### src/rtl/cdb_pkg.sv
// Shared CDB definitions: bus widths, reservation-station tag bases and the
// round-robin pick helper used by the CDB arbiter.
package cdb_pkg;

    localparam int WORD_SIZE = 32;
    localparam int UNIT_SIZE = 8;

    localparam logic [7:0] TAG_SW        = 8'h00;
    localparam logic [7:0] TAG_ADD       = 8'h20;
    localparam logic [7:0] TAG_MUL       = 8'h40;
    localparam logic [7:0] TAG_LW        = 8'h80;
    localparam logic [7:0] TAG_REG_READY = 8'h7F;

    localparam int MAX_REQ = 32;
    localparam int IDX_W   = 5;

    typedef struct packed {
        logic             found;
        logic [IDX_W-1:0] idx;
    } rr_pick_t;

    // First set bit of req_mask at or after ptr, wrapping modulo num_req.
    function automatic rr_pick_t rr_pick(input logic [MAX_REQ-1:0] req_mask,
                                         input logic [IDX_W-1:0]   ptr,
                                         input int unsigned        num_req);
        rr_pick_t    res;
        int unsigned j;
        res = '0;
        for (int unsigned i = 0; i < MAX_REQ; i++) begin
            if (i < num_req) begin
                j = 32'(ptr) + i;
                if (j >= num_req) j = j - num_req;
                if (!res.found && req_mask[j]) begin
                    res.found = 1'b1;
                    res.idx   = j[IDX_W-1:0];
                end
            end
        end
        return res;
    endfunction

endpackage

### src/rtl/cdb_req_fifo.sv
// Per-requester completion FIFO: wrap-around read/write pointers plus an
// occupancy count; head is the oldest stored {tag, result}.
module cdb_req_fifo #(
    parameter int WIDTH = 40,
    parameter int DEPTH = 2,
    localparam int PTR_W = $clog2(DEPTH),
    localparam int CNT_W = PTR_W + 1
) (
    input  logic             clk,
    input  logic             rst_n,
    input  logic             flush,
    input  logic             push,
    input  logic             pop,
    input  logic [WIDTH-1:0] din,
    output logic             full,
    output logic             empty,
    output logic [WIDTH-1:0] head
);

    logic [WIDTH-1:0] mem_q [DEPTH];
    logic [PTR_W-1:0] rd_ptr_q, rd_ptr_d;
    logic [PTR_W-1:0] wr_ptr_q, wr_ptr_d;
    logic [CNT_W-1:0] count_q, count_d;
    logic             push_ok, pop_ok;

    assign full    = (count_q == CNT_W'(DEPTH));
    assign empty   = (count_q == '0);
    assign head    = mem_q[rd_ptr_q];
    assign push_ok = push & ~full & ~flush;
    assign pop_ok  = pop & ~empty & ~flush;

    // NOTE: every _d gets its hold value first so no path leaves it unassigned (no latch).
    always_comb begin
        rd_ptr_d = rd_ptr_q;
        wr_ptr_d = wr_ptr_q;
        count_d  = count_q;
        if (flush) begin
            rd_ptr_d = '0;
            wr_ptr_d = '0;
            count_d  = '0;
        end else begin
            if (push_ok) wr_ptr_d = wr_ptr_q + PTR_W'(1);
            if (pop_ok)  rd_ptr_d = rd_ptr_q + PTR_W'(1);
            if (push_ok && !pop_ok)      count_d = count_q + CNT_W'(1);
            else if (pop_ok && !push_ok) count_d = count_q - CNT_W'(1);
        end
    end

    // NOTE: state flops use non-blocking assignments so all of them update from pre-edge values.
    always_ff @(posedge clk or negedge rst_n) begin
        if (!rst_n) begin
            rd_ptr_q <= '0;
            wr_ptr_q <= '0;
            count_q  <= '0;
        end else begin
            rd_ptr_q <= rd_ptr_d;
            wr_ptr_q <= wr_ptr_d;
            count_q  <= count_d;
        end
    end

    // NOTE: storage is not reset; an empty count makes its contents unobservable.
    always_ff @(posedge clk) begin
        if (push_ok) mem_q[wr_ptr_q] <= din;
    end

endmodule

### src/rtl/cdb_arbiter.sv
// Common data bus arbiter: per-requester FIFOs feed a round-robin grant that
// drives a registered one-result-per-cycle CDB broadcast.
module cdb_arbiter #(
    parameter int NUM_REQ    = 4,
    parameter int FIFO_DEPTH = 2,
    parameter int UNIT_SIZE  = cdb_pkg::UNIT_SIZE,
    parameter int WORD_SIZE  = cdb_pkg::WORD_SIZE,
    localparam int SRC_W     = (NUM_REQ > 1) ? $clog2(NUM_REQ) : 1
) (
    input  logic                           clk,
    input  logic                           rst_n,
    input  logic                           flush,
    input  logic [NUM_REQ-1:0]             req_valid,
    output logic [NUM_REQ-1:0]             req_ready,
    input  logic [NUM_REQ*UNIT_SIZE-1:0]   req_tag,
    input  logic [NUM_REQ*WORD_SIZE-1:0]   req_data,
    output logic                           cdb_valid,
    output logic [UNIT_SIZE-1:0]           cdb_tag,
    output logic [WORD_SIZE-1:0]           cdb_data,
    output logic [SRC_W-1:0]               cdb_src,
    output logic                           busy,
    output logic                           err_tag
);

    import cdb_pkg::*;

    localparam int ENTRY_W = UNIT_SIZE + WORD_SIZE;

    logic [NUM_REQ-1:0] fifo_full, fifo_empty, tag_reserved, push, pop;
    logic [ENTRY_W-1:0] fifo_head [NUM_REQ];

    logic [MAX_REQ-1:0] req_mask;
    rr_pick_t           pick;
    logic [SRC_W-1:0]   grant_src, grant_next;
    logic [ENTRY_W-1:0] grant_head;

    logic [SRC_W-1:0]     rr_ptr_q, rr_ptr_d;
    logic                 cdb_valid_q, cdb_valid_d;
    logic [UNIT_SIZE-1:0] cdb_tag_q, cdb_tag_d;
    logic [WORD_SIZE-1:0] cdb_data_q, cdb_data_d;
    logic [SRC_W-1:0]     cdb_src_q, cdb_src_d;
    logic                 err_tag_q, err_tag_d;

    for (genvar k = 0; k < NUM_REQ; k++) begin : g_req
        // Reserved-tag pushes complete the handshake but are never stored.
        assign tag_reserved[k] =
            (req_tag[k*UNIT_SIZE +: UNIT_SIZE] == UNIT_SIZE'(TAG_REG_READY));
        assign push[k] = req_valid[k] & ~fifo_full[k] & ~tag_reserved[k] & ~flush;

        cdb_req_fifo #(
            .WIDTH (ENTRY_W),
            .DEPTH (FIFO_DEPTH)
        ) u_fifo (
            .clk   (clk),
            .rst_n (rst_n),
            .flush (flush),
            .push  (push[k]),
            .pop   (pop[k]),
            .din   ({req_tag[k*UNIT_SIZE +: UNIT_SIZE], req_data[k*WORD_SIZE +: WORD_SIZE]}),
            .full  (fifo_full[k]),
            .empty (fifo_empty[k]),
            .head  (fifo_head[k])
        );
    end

    always_comb begin
        req_mask              = '0;
        req_mask[NUM_REQ-1:0] = ~fifo_empty;
        pick                  = rr_pick(req_mask, IDX_W'(rr_ptr_q), NUM_REQ);
        pop                   = '0;
        grant_src             = '0;
        grant_next            = '0;
        grant_head            = '0;
        for (int k = 0; k < NUM_REQ; k++) begin
            if (pick.found && pick.idx == IDX_W'(k)) begin
                pop[k]     = ~flush;
                grant_src  = SRC_W'(k);
                grant_next = SRC_W'((k + 1) % NUM_REQ);
                grant_head = fifo_head[k];
            end
        end
    end

    always_comb begin
        rr_ptr_d    = rr_ptr_q;
        cdb_valid_d = 1'b0;
        cdb_tag_d   = cdb_tag_q;
        cdb_data_d  = cdb_data_q;
        cdb_src_d   = cdb_src_q;
        err_tag_d   = err_tag_q;
        if (flush) begin
            rr_ptr_d = '0;
        end else begin
            if (|(req_valid & ~fifo_full & tag_reserved)) err_tag_d = 1'b1;
            if (pick.found) begin
                cdb_valid_d = 1'b1;
                cdb_tag_d   = grant_head[ENTRY_W-1 -: UNIT_SIZE];
                cdb_data_d  = grant_head[WORD_SIZE-1:0];
                cdb_src_d   = grant_src;
                rr_ptr_d    = grant_next;
            end
        end
    end

    always_ff @(posedge clk or negedge rst_n) begin
        if (!rst_n) begin
            rr_ptr_q    <= '0;
            cdb_valid_q <= 1'b0;
            cdb_tag_q   <= '0;
            cdb_data_q  <= '0;
            cdb_src_q   <= '0;
            err_tag_q   <= 1'b0;
        end else begin
            rr_ptr_q    <= rr_ptr_d;
            cdb_valid_q <= cdb_valid_d;
            cdb_tag_q   <= cdb_tag_d;
            cdb_data_q  <= cdb_data_d;
            cdb_src_q   <= cdb_src_d;
            err_tag_q   <= err_tag_d;
        end
    end

    assign req_ready = ~fifo_full;
    assign busy      = (|(~fifo_empty)) | cdb_valid_q;
    assign cdb_valid = cdb_valid_q;
    assign cdb_tag   = cdb_tag_q;
    assign cdb_data  = cdb_data_q;
    assign cdb_src   = cdb_src_q;
    assign err_tag   = err_tag_q;

endmodule

### config.mk
export PLATFORM = sky130hd
export DESIGN_NAME = cdb_arbiter
export DESIGN_NICKNAME = d
export VERILOG_FILES = /design/src/rtl/cdb_pkg.sv /design/src/rtl/cdb_req_fifo.sv /design/src/rtl/cdb_arbiter.sv
export SDC_FILE = /design/constraint.sdc
export NUM_CORES = 1
export LEC_CHECK = 0
export ABC_AREA = 1
export BUFFER_PORTS_ARGS = -buffer_cell sky130_fd_sc_hd__buf_2
export CELL_PAD_IN_SITES_DETAIL_PLACEMENT = 2
export CELL_PAD_IN_SITES_GLOBAL_PLACEMENT = 2
export CORE_MARGIN = 4
export CORE_UTILIZATION = 40
export DETAILED_ROUTE_END_ITERATION = 16
export GPL_TIMING_DRIVEN = 0
export PLACE_DENSITY = 0.86
export SKIP_LAST_GASP = 1
export SLEW_MARGIN = 30
export SYNTH_ARGS = -nofsm -noshare
export SYNTH_HDL_FRONTEND = slang
export SYNTH_HIERARCHICAL = 1
export SYNTH_SLANG_ARGS = --single-unit
### constraint.sdc
create_clock -name clk -period 4.75 [get_ports clk]
set_input_delay 0.7125 -clock clk [delete_from_list [all_inputs] [get_ports clk]]
set_output_delay 0.7125 -clock clk [all_outputs]
set_load 0.005 [all_outputs]
# --- Word-level counts from Yosys, hierarchy flattened ---
# Memories as Yosys holds them, arrays and structs flattened.
# Cells that the tools add are included.
totals:
  register_bits: 62
  latch_bits: 0
  ram_bits: 320
  mem_bits_ro: 0
  out_inout_bits: 49
  word_cells: 229
  memories: 4
classes:
  add_sub_neg: 23
  multipliers: 0
  div_mod_pow: 0
  order_cmp: 8
  eq_ne: 11
  shifts: 0
  n_mux: 71
  n_bitwise: 46
  n_reduce_logical: 48
mem_list:
  columns: ["name", "depth", "word_bits", "rd", "rd_ports_with_merged_regs", "wr", "line_no", "rtl"]
  rows:
  - ["g_req[0].u_fifo.mem_q", 2, 40, 1, 0, 1, "cdb_req_fifo.sv:20", "logic [WIDTH-1:0] mem_q [DEPTH];"]
  - ["g_req[1].u_fifo.mem_q", 2, 40, 1, 0, 1, "cdb_req_fifo.sv:20", null]
  - ["g_req[2].u_fifo.mem_q", 2, 40, 1, 0, 1, "cdb_req_fifo.sv:20", null]
  - ["g_req[3].u_fifo.mem_q", 2, 40, 1, 0, 1, "cdb_req_fifo.sv:20", null]
op_table:
  columns: ["operator", "count"]
  rows:
  - ["$mux 40", 4]
  - ["$lt 32x6->1 const B", 4]
  - ["$mux 32", 4]
  - ["$mux 2", 19]
  - ["$mux 1", 36]
  - ["$eq 8x7->1 const B", 4]
  - ["$and 1x1->1", 28]
  - ["$mux 6", 4]
  - ["$bmux 1 s5", 4]
  - ["$reduce_bool 2->1", 9]
  - ["$logic_and 1x1->1", 15]
  - ["$not 1->1", 13]
  - ["$reduce_bool 3->1", 4]
  - ["$sub 3x3->4 const B", 3]
  - ["$logic_not 1->1", 11]
  - ["$eq 5x2->1 const B", 2]
  - ["$ge 3x3->1 const B", 3]
  - ["$add 1x1->1 const B", 8]
  - ["$add 2x1->2 const B", 4]
  - ["$and 4x4->4", 2]
  - ["$eq 2x2->1 const B", 4]
  - ["$logic_not 2->1", 4]
  - ["$not 4->4", 2]
  - ["$reduce_or 4->1", 2]
  - ["9 further kinds", 14]

# --- Depth between registers and ports, before layout ---
# Gate-level depths: netlist (run 1).
logic_depth:
  ltp_word: 23
  ltp_mapped: 19

# --- Hierarchy ---
# The synthesis (run 1) kept the hierarchy.
modules_own_cells:
  columns: ["mod", "instances", "cells_per_inst", "area_per_inst_um2", "seq_area_each_um2"]
  rows:
  - ["cdb_req_fifo", 4, 251, 3161.8, 2502.4]
  - ["cdb_arbiter", 1, 565, 3552.2, 1151.1]

# --- Least setup slack after synthesis (run 1) ---
# OpenSTA, ideal clock, no wires.
synth_timing:
  path_type: "input-to-reg"
  start: "in flush"
  end: "mem g_req[1].u_fifo.mem_q[0][0], enable pin"
  t_arrival_ns: 3.145
  required_ns: 4.313
  slack_ns: 1.168
  stages: 6
  path_buffers: 1
  path_cell_list: "clkbuf_1 -> inv_1 -> nand3_1 -> nor2_1 -> nand3_1 -> nor2_1"
synth_via:
  elab_chain_cells: 6
synth_rtl:
  columns: ["item", "line_no", "rtl"]
  rows:
  - ["start: declaration", "cdb_arbiter.sv:12", "input logic flush,"]
  - ["$not 1->1 (no line)", null, null]
  - ["$and 1x1->1", "cdb_arbiter.sv:48", "assign push[k] = req_valid[k] & ~fifo_full[k] & ~tag_reserved[k] & ~flush;"]
  - ["net push[1]", "cdb_arbiter.sv:29", "logic [NUM_REQ-1:0] fifo_full, fifo_empty, tag_reserved, push, pop;"]
  - ["$and 1x1->1 (2 in a row)", "cdb_req_fifo.sv:29", "assign push_ok = push & ~full & ~flush;"]
  - ["$mux 1", "cdb_req_fifo.sv:64", "if (push_ok) mem_q[wr_ptr_q] <= din;"]
  - ["$mux 1 (implied by the code)", "cdb_req_fifo.sv:64", null]
  - ["end: declaration", "cdb_req_fifo.sv:20", null]
# The timed path passes the listed nets, and every way through them passes these cells.

# --- Final worst setup path (run 1) ---
layout_timing:
  start: "reg rr_ptr_q[0]"
  end: "reg g_req[1].u_fifo.count_q[1]"
layout_via:
  elab_chain_cells: 23
layout_rtl:
  columns: ["item", "line_no", "rtl"]
  rows:
  - ["start: declaration", "cdb_arbiter.sv:37", "logic [SRC_W-1:0] rr_ptr_q, rr_ptr_d;"]
  - ["start signal: assignment", "cdb_arbiter.sv:114", "rr_ptr_q <= rr_ptr_d;"]
  - ["parallel branches: the longest is 13 deep, another holds $sub 3x3->4", null, null]
  - ["$mux 6 (*)", "cdb_pkg.sv:33", "if (!res.found && req_mask[j]) begin"]
  - ["$eq 5x1->1", "cdb_arbiter.sv:75", "if (pick.found && pick.idx == IDX_W'(k)) begin"]
  - ["$logic_and 1x1->1 (*)", "cdb_arbiter.sv:75", null]
  - ["$mux 1 (*)", "cdb_arbiter.sv:75", null]
  - ["net pop[1]", "cdb_arbiter.sv:29", null]
  - ["$and 1x1->1 (*) (2 in a row)", "cdb_req_fifo.sv:30", "assign pop_ok = pop & ~empty & ~flush;"]
  - ["$logic_not 1->1", "cdb_req_fifo.sv:44", "if (push_ok && !pop_ok) count_d = count_q + CNT_W'(1);"]
  - ["$logic_and 1x1->1", "cdb_req_fifo.sv:44", null]
  - ["$mux 2", "cdb_req_fifo.sv:44", null]
  - ["$mux 2", "cdb_req_fifo.sv:37", "if (flush) begin"]
  - ["end signal: assignment", "cdb_req_fifo.sv:58", "count_q <= count_d;"]
  - ["end: declaration", "cdb_req_fifo.sv:23", "logic [CNT_W-1:0] count_q, count_d;"]
# Mark *: on every way through the listed nets, which the timed path passes. The select of a mux whose other input is x is not followed.
# A chain may end at the register's enable or synchronous reset.

==> metrics.json, run 1 <==
{
  "critPathCaptureType": "flip-flop",
  "cts_repair_resize_count": 0,
  "clk_transition_reported_paths_ns": 0.06,
  "synth_enable_flop_cells": 320,
  "ir_worst_vdd_mv": 0.413,
  "critical_path_peak_fanout": 11,
  "synthDominantAreaCellType": "sky130_fd_sc_hd__edfxtp_1",
  "place.detailed.hpwl_um": 42900,
  "timing_hold_violations_final": 0,
  "drtIter0Drc": 1070,
  "synth_largest_type_area_fraction": 0.593,
  "grt_first_pass_wirelength_um": 92900,
  "cts_post_setup_buffers_inserted": 0,
  "final_period_minus_worst_setup_slack_ns": 3.31,
  "instances_no_fill": 2403,
  "num_io_pins": 216,
  "number_of_global_route_vias_before_repair": 14800,
  "drtPass1Iterations": 5,
  "design.final.nets": 2011,
  "setup-violations-final": 0,
  "worst_hold_slack_ns": 0.0536,
  "drt-wirelength-per-cell_um": 26.6,
  "design.core.area_mm2": 0.0399,
  "routed_via_density": 5.50,
  "max_slew.worst_pin.slew_ns": 0.879,
  "fp.dieArea_mm2": 0.0438,
  "ys_warn_count": 6,
  "total_power_mw": 13.5,
  "yosys_register_bits": 382,
  "cts_root_buffer": "sky130_fd_sc_hd__clkbuf_16",
  "timing.max_cap.violations": 0,
  "tritoncts": "yes",
  "die_y_um": 209,
  "synth_ff_type": "sky130_fd_sc_hd__edfxtp_1",
  "dr_total_vias": 13200,
  "setup.worst_path.start_class": "flip-flop",
  "postLayoutCoreUtil": 0.493,
  "globalRouteTotalUtil": 0.285,
  "cts_buffers": 44,
  "core.rowCount": 73,
  "max_slew_margin": 0.414,
  "holdCritPathClass": "input pin to async pin",
  "ordered_list_of_cells_on_the_worst_path": "inv_2 -> ha_1 -> inv_1 -> nand2_1 -> nand2_2 -> nand2_1 -> nor2_1 -> nand3_1 -> nand2_2 -> inv_2 -> buf_6 -> nor3_2 -> nand2_2 -> clkinv_2 -> nand2_2 -> nand2_1 -> nor2_1 -> nand2_1 -> nand2_1",
  "period_share": 0.698,
  "synthTopCellsByArea": "sky130_fd_sc_hd__edfxtp_1, sky130_fd_sc_hd__nand2_1, sky130_fd_sc_hd__dfrtp_1",
  "area_growth_pct": 21.6,
  "syn-instance-count": 1569,
  "remaining_drc_errors": 0,
  "synthTopCellsByCount": "sky130_fd_sc_hd__nand2_1, sky130_fd_sc_hd__edfxtp_1, sky130_fd_sc_hd__nand3_1",
  "drt_wl_total_um": 63900,
  "die_width_um": 209,
  "run_status": "finished, final reports clean",
  "worst_path_most_repeated_cell": "sky130_fd_sc_hd__nand2_1",
  "cp_slowest_stage_delay_ns": 0.53,
  "layout-drive-gt1-share": 0.213,
  "cts_max_level": 2,
  "critPathBufInv": 5,
  "cts_sinks": 382,
  "pin_count_of_the_biggest_net_entering_global_routing": 46,
  "timing.final.max_slew_violations": 0,
  "synthesis.nets": 1739,
  "grt_setup_unrepaired": "no",
  "max_freq_mhz": 302,
  "grt_overflow": 0,
  "syn_area_mm2": 0.0162,
  "criticalPathCategory": "flip-flop to flip-flop",
  "crit_required_ns": 5.20,
  "ant_nets": 0,
  "max-clock-path-buffers": 3,
  "leakagePower_nw": 8.34,
  "arrival_ns": 3.76,
  "postSynth.asyncResetShare": 0.162,
  "initial_utilization": 0.406,
  "critPathTopFamily": "simple AND/OR/NAND/NOR gates",
  "dpl.cell_count": 2320,
  "initial_antenna_violation_count": 9,
  "power_density_mw_per_mm2": 687,
  "synthMostInstantiatedCell": "sky130_fd_sc_hd__nand2_1",
  "setup.reg_to_reg.worst_slack_ns": 1.44,
  "hold_fix_buffer_count_after_cts": 0,
  "ys_seq_area_frac": 0.689,
  "worst_clock_skew_ns": 0.0182,
  "worst_skew_pair.late_latency_ns": 0.58,
  "syn_area_per_cell_um2": 10.3,
  "slowest_stage": "sky130_fd_sc_hd__dfrtp_1",
  "place.port_buffers": 215,
  "synth.distinct_cells": 32,
  "place_congestion": 0.835
}
[flip-flops by register name, indices dropped and copies added, names as in the netlist]
name                   flops
cdb_data                  32
cdb_src                    2
cdb_tag                    8
cdb_valid                  1
err_tag                    1
g_req.u_fifo/count_q       8
g_req.u_fifo/mem_q       320
g_req.u_fifo/rd_ptr_q      4
g_req.u_fifo/wr_ptr_q      4
rr_ptr_q                   2
[logic make-up after synthesis]
group / Yosys count / synth area share
AOI/OAI and AO/OA: 30 / 0.0112
DFF: 382 / 0.689
buffers and inverters: 127 / 0.0382
adders and majority gates: 3 / 0.00232
and+or+nand+nor: 1027 / 0.259
[where the power goes]
| part | switching [mW] | leakage (nW) | internal [mW] |
|---|---|---|---|
| Sequential | 0.256 | 3.66 | 4.00 |
| Clock | 1.40 | 0.671 | 1.94 |
| Combinational | 4.28 | 4.01 | 1.65 |
| Total | 5.94 | 8.34 | 7.59 |
[metrics by stage]
| step | setup WS, ns | TNS [ns] | cell area, µm² |
|---|---|---|---|
| 2_1_floorplan | 1.17 | 0 | 16200 |
| 4_1_cts | 1.56 | 0 | 19700 |
| 3_5_place_dp | 1.15 | 0 | 18300 |
| 5_1_grt | 1.29 | 0 | 19700 |
| 3_3_place_gp | -0.779 | -199.98 | 17900 |
| 6_report | 1.44 | 0 | 19700 |
[per-layer routing]
| metal | vias to the layer above | share of wire | GRT usage |
|---|---|---|---|
| met5 | - | 0.00075 | 0 |
| met4 | 6 | 0.054 | 0.149 |
| met3 | 161 | 0.051 | 0.0468 |
| met2 | 468 | 0.52 | 0.504 |
| met1 | 6802 | 0.37 | 0.332 |
| li1 | 5772 | - | - |
[path summary, 6_finish.rpt]
path / from / to / cells after the start
setup / recovery: rr_ptr_q[0] / g_req[1].u_fifo/count_q[1] / 19
hold / removal: rst_n / cdb_src[1] / 1
setup reg to reg: rr_ptr_q[0] / g_req[1].u_fifo/count_q[1] / 19
hold reg to reg: err_tag / err_tag / 1
max in group asynchronous: rst_n / cdb_data[9] / 2
min in group clk: req_data[64] / g_req[2].u_fifo/mem_q[0][0] / 1
[area by class of cell]
type	instances	area, µm²
fill	4105	20200
sequential	382	11200
multi-input combinational	1060	4480
timing repair buffer	226	1380
clock buffer	64	1260
tap	525	657
buffer	74	415
inverter	53	204
clock inverter	13	123
antenna	6	15.0
[placed cells by master, fill, tap and decap left out, types with 9 or more instances in the layout]
cell type and count:
sky130_fd_sc_hd__buf_16 11, sky130_fd_sc_hd__buf_2 264, sky130_fd_sc_hd__clkbuf_1 25, sky130_fd_sc_hd__nor2_1 132, sky130_fd_sc_hd__clkbuf_16 46, sky130_fd_sc_hd__o21ai_0 9
sky130_fd_sc_hd__inv_2 15, sky130_fd_sc_hd__edfxtp_1 320, sky130_fd_sc_hd__a21oi_1 9, sky130_fd_sc_hd__nand2_1 669, sky130_fd_sc_hd__inv_1 34, sky130_fd_sc_hd__nand2_2 11
sky130_fd_sc_hd__dfrtp_1 62, sky130_fd_sc_hd__nand3_1 184
No activity file was read; power rests on OpenSTA's default activity.
==> run 2: changes to the inputs <==
--- a/config.mk
+++ b/config.mk
@@ -5,15 +5,15 @@
 export SDC_FILE = /design/constraint.sdc
 export NUM_CORES = 1
 export LEC_CHECK = 0
-export ABC_AREA = 1
+export ABC_AREA = 0
 export BUFFER_PORTS_ARGS = -buffer_cell sky130_fd_sc_hd__buf_2
 export CELL_PAD_IN_SITES_DETAIL_PLACEMENT = 2
 export CELL_PAD_IN_SITES_GLOBAL_PLACEMENT = 2
 export CORE_MARGIN = 4
-export CORE_UTILIZATION = 40
+export CORE_UTILIZATION = 37
 export DETAILED_ROUTE_END_ITERATION = 16
 export GPL_TIMING_DRIVEN = 0
-export PLACE_DENSITY = 0.86
+export PLACE_DENSITY = 0.76
 export SKIP_LAST_GASP = 1
 export SLEW_MARGIN = 30
 export SYNTH_ARGS = -nofsm -noshare
==> constraint.sdc (replaced) <==
create_clock -name clk -period 2.99 [get_ports clk]
set_input_delay 0.4485 -clock clk [delete_from_list [all_inputs] [get_ports clk]]
set_output_delay 0.4485 -clock clk [all_outputs]
set_load 0.005 [all_outputs]
==> metrics.json, run 2 <==
{
  "area_growth_pct": 30.1,
  "num_io_pins": 216,
  "ys_seq_area_frac": 0.683,
  "synthMuxAreaShare": 0.146,
  "yosys_register_bits": 382,
  "grt_first_pass_wirelength_um": 78600,
  "synth.distinct_cells": 60,
  "routed_via_density": 5.39,
  "fp.dieArea_mm2": 0.0476,
  "die_y_um": 218,
  "dpl.cell_count": 1896,
  "timing_hold_violations_final": 0,
  "holdCritPathClass": "input pin to flip-flop",
  "ir_worst_vdd_mv": 0.509,
  "slowest_stage": "sky130_fd_sc_hd__mux4_2",
  "timing.final.max_slew_violations": 0,
  "ant_nets": 0,
  "grt_overflow": 0,
  "timing.hold.worst_path_depth": 1,
  "synth-simple-area-share": 0.0524,
  "die_width_um": 218,
  "max_freq_mhz": 323,
  "worst_path_most_repeated_cell": "sky130_fd_sc_hd__buf_12",
  "synthTopCellsByCount": "sky130_fd_sc_hd__edfxtp_1, sky130_fd_sc_hd__mux2_2, sky130_fd_sc_hd__o21ai_0",
  "largest_register": "g_req.u_fifo/mem_q",
  "synth_enable_flop_cells": 320,
  "dr_total_vias": 10900,
  "max_slew.worst_pin.slew_ns": 0.925,
  "timing.final.ws_setup_ns": -0.104,
  "cts_root_buffer": "sky130_fd_sc_hd__clkbuf_16",
  "drt_wl_total_um": 54700,
  "setup-violations-final": 17,
  "period_share": 1.03,
  "instances_no_fill": 2025,
  "yosys.area_share.xor_xnor": 0.00214,
  "max_slew_margin": 0.383,
  "run_status": "complete, but fails checks",
  "criticalPathCategory": "flip-flop to flip-flop",
  "total_power_mw": 20.8,
  "setup.worst_path.start_class": "flip-flop",
  "critical_path_peak_fanout": 6,
  "clk_transition_reported_paths_ns": 0.07,
  "synthMostInstantiatedCell": "sky130_fd_sc_hd__edfxtp_1",
  "power_density_mw_per_mm2": 979,
  "cts_buffers": 42,
  "worst_hold_slack_ns": 0.0742,
  "mostFrequentLayoutCells": "sky130_fd_sc_hd__edfxtp_1, sky130_fd_sc_hd__buf_2, sky130_fd_sc_hd__mux2_2, sky130_fd_sc_hd__dfrtp_1, sky130_fd_sc_hd__nor2_1",
  "drt-wirelength-per-cell_um": 27.0,
  "design.final.nets": 1574,
  "reg2reg_depth": 13,
  "finish.instance_area_mm2": 0.0213,
  "postSynth.asyncResetShare": 0.162,
  "synth_adder_area_share": 0.00230,
  "postLayoutCoreUtil": 0.490,
  "final_period_minus_worst_setup_slack_ns": 3.09,
  "failed_checks": "negative setup slack",
  "synth_top_family_by_area": "multiplexers",
  "synth_compound_gate_area_share": 0.0884,
  "synth_ff_type": "sky130_fd_sc_hd__edfxtp_1",
  "place_congestion": 0.821,
  "core.rowCount": 76,
  "layout-drive-gt1-share": 0.502,
  "timing.max_cap.violations": 0,
  "cts_sinks": 382,
  "ordered_list_of_cells_on_the_worst_path": "buf_6 -> buf_12 -> inv_16 -> ha_4 -> mux4_2 -> a21o_1 -> a2bb2oi_4 -> buf_12 -> buf_12 -> buf_16 -> mux2_4 -> a22oi_2 -> o21ai_1",
  "worst_clock_skew_ns": 0.0195,
  "place.port_buffers": 215,
  "largest_register_ff_count": 320,
  "worst_skew_pair.late_latency_ns": 0.56,
  "ys_warn_count": 6,
  "syn_area_mm2": 0.0163,
  "crit_required_ns": 3.43,
  "initial_antenna_violation_count": 9,
  "critPathCaptureType": "flip-flop",
  "synthesis.nets": 1239,
  "remaining_drc_errors": 0,
  "globalRouteTotalUtil": 0.223,
  "max-clock-path-buffers": 3,
  "synthDominantAreaCellType": "sky130_fd_sc_hd__edfxtp_1",
  "cp_slowest_stage_delay_ns": 0.56,
  "number_of_global_route_vias_before_repair": 12000,
  "syn-instance-count": 1069,
  "synth_largest_type_area_fraction": 0.588,
  "tritoncts": "yes",
  "syn_area_per_cell_um2": 15.3,
  "pin_count_of_the_biggest_net_entering_global_routing": 46,
  "mostFrequentLayoutCell": "sky130_fd_sc_hd__edfxtp_1",
  "cts_max_level": 2,
  "post_detailed_placement_cell_area_mm2": 0.0187,
  "grt_setup_unrepaired": "yes",
  "leakagePower_nw": 7.82,
  "drtPass1Iterations": 5,
  "drtIter0Drc": 710,
  "arrival_ns": 3.53,
  "initial_utilization": 0.377,
  "place.detailed.hpwl_um": 39000,
  "synthTopCellsByArea": "sky130_fd_sc_hd__edfxtp_1, sky130_fd_sc_hd__mux2_2, sky130_fd_sc_hd__dfrtp_1",
  "design.core.area_mm2": 0.0434
}
## run 2: path summary, 6_finish.rpt
kind / to / slack [ns] / startpoint
setup / recovery: cdb_data[1] / -0.10 / rr_ptr_q[0]
hold / removal: g_req[2].u_fifo/mem_q[1][28] / 0.07 / req_data[92]
setup reg to reg: cdb_data[1] / -0.10 / rr_ptr_q[0]
hold reg to reg: cdb_tag[6] / 0.52 / cdb_tag[6]
max in group asynchronous: cdb_data[31] / 2.13 / rst_n
min in group asynchronous: err_tag / 0.32 / rst_n
## run 2: through the flow
step	worst slack (ns)	TNS (ns)
floorplan	-0.0700	-2.46
global placement	-1.72	-480.06
detailed placement	-0.795	-180.11
CTS	-0.0881	-0.727
global route	-0.182	-4.13
finish	-0.104	-0.760
## run 2: kinds of logic (layout without fill, tap and decap cells)
kind of cell | Yosys count | in the layout
flops | 382 | 382
compound gates | 218 | 218
fa+ha+maj | 3 | 3
xor+xnor | 4 | 4
buf+inv | 82 | 449
mux | 209 | 209
other cells | 0 | 4
simple gates | 171 | 171
## run 2: layout make-up
class                      instances  area, µm²
antenna                            4       10.0
buffer                            66        493
clock buffer                      54       1150
clock inverter                    22        215
fill                            4131      22100
inverter                          15       80.1
multi-input combinational        605       5510
sequential                       382      11200
tap                              585        732
timing repair buffer             292       1900
## run 2: per-layer routing
layer	track usage	wire [µm]	vias to the layer above
li1	-	-	4862
met1	0.282	22800	5667
met2	0.390	27800	283
met3	0.0442	2730	87
met4	0.0630	1350	10
met5	0	62	-
## run 2: power by group
part	internal, mW	switching [mW]
sequential	6.25	0.318
clock	3.06	2.14
combinational	3.99	5.05
total	13.3	7.50
## run 2: repair_timing
action / in CTS / in global routing
hold endpoints to repair: 17 / 0
setup endpoints to repair: 176 / 95
gates cloned: 3 / 1
hold buffers: 1 / 0
resized for setup: 97 / 114
setup buffers: 20 / 27
pin swaps: 11 / 37
## run 2: worst max-delay path: cells and delay by family, from the launching register on
| kind | cells | cell delay [ns] |
|---|---|---|
| fa+ha+maj | 1 | 0.28 |
| compound gates | 4 | 0.71 |
| flops | 1 | 0.38 |
| buf+inv | 6 | 0.68 |
| mux | 2 | 0.90 |
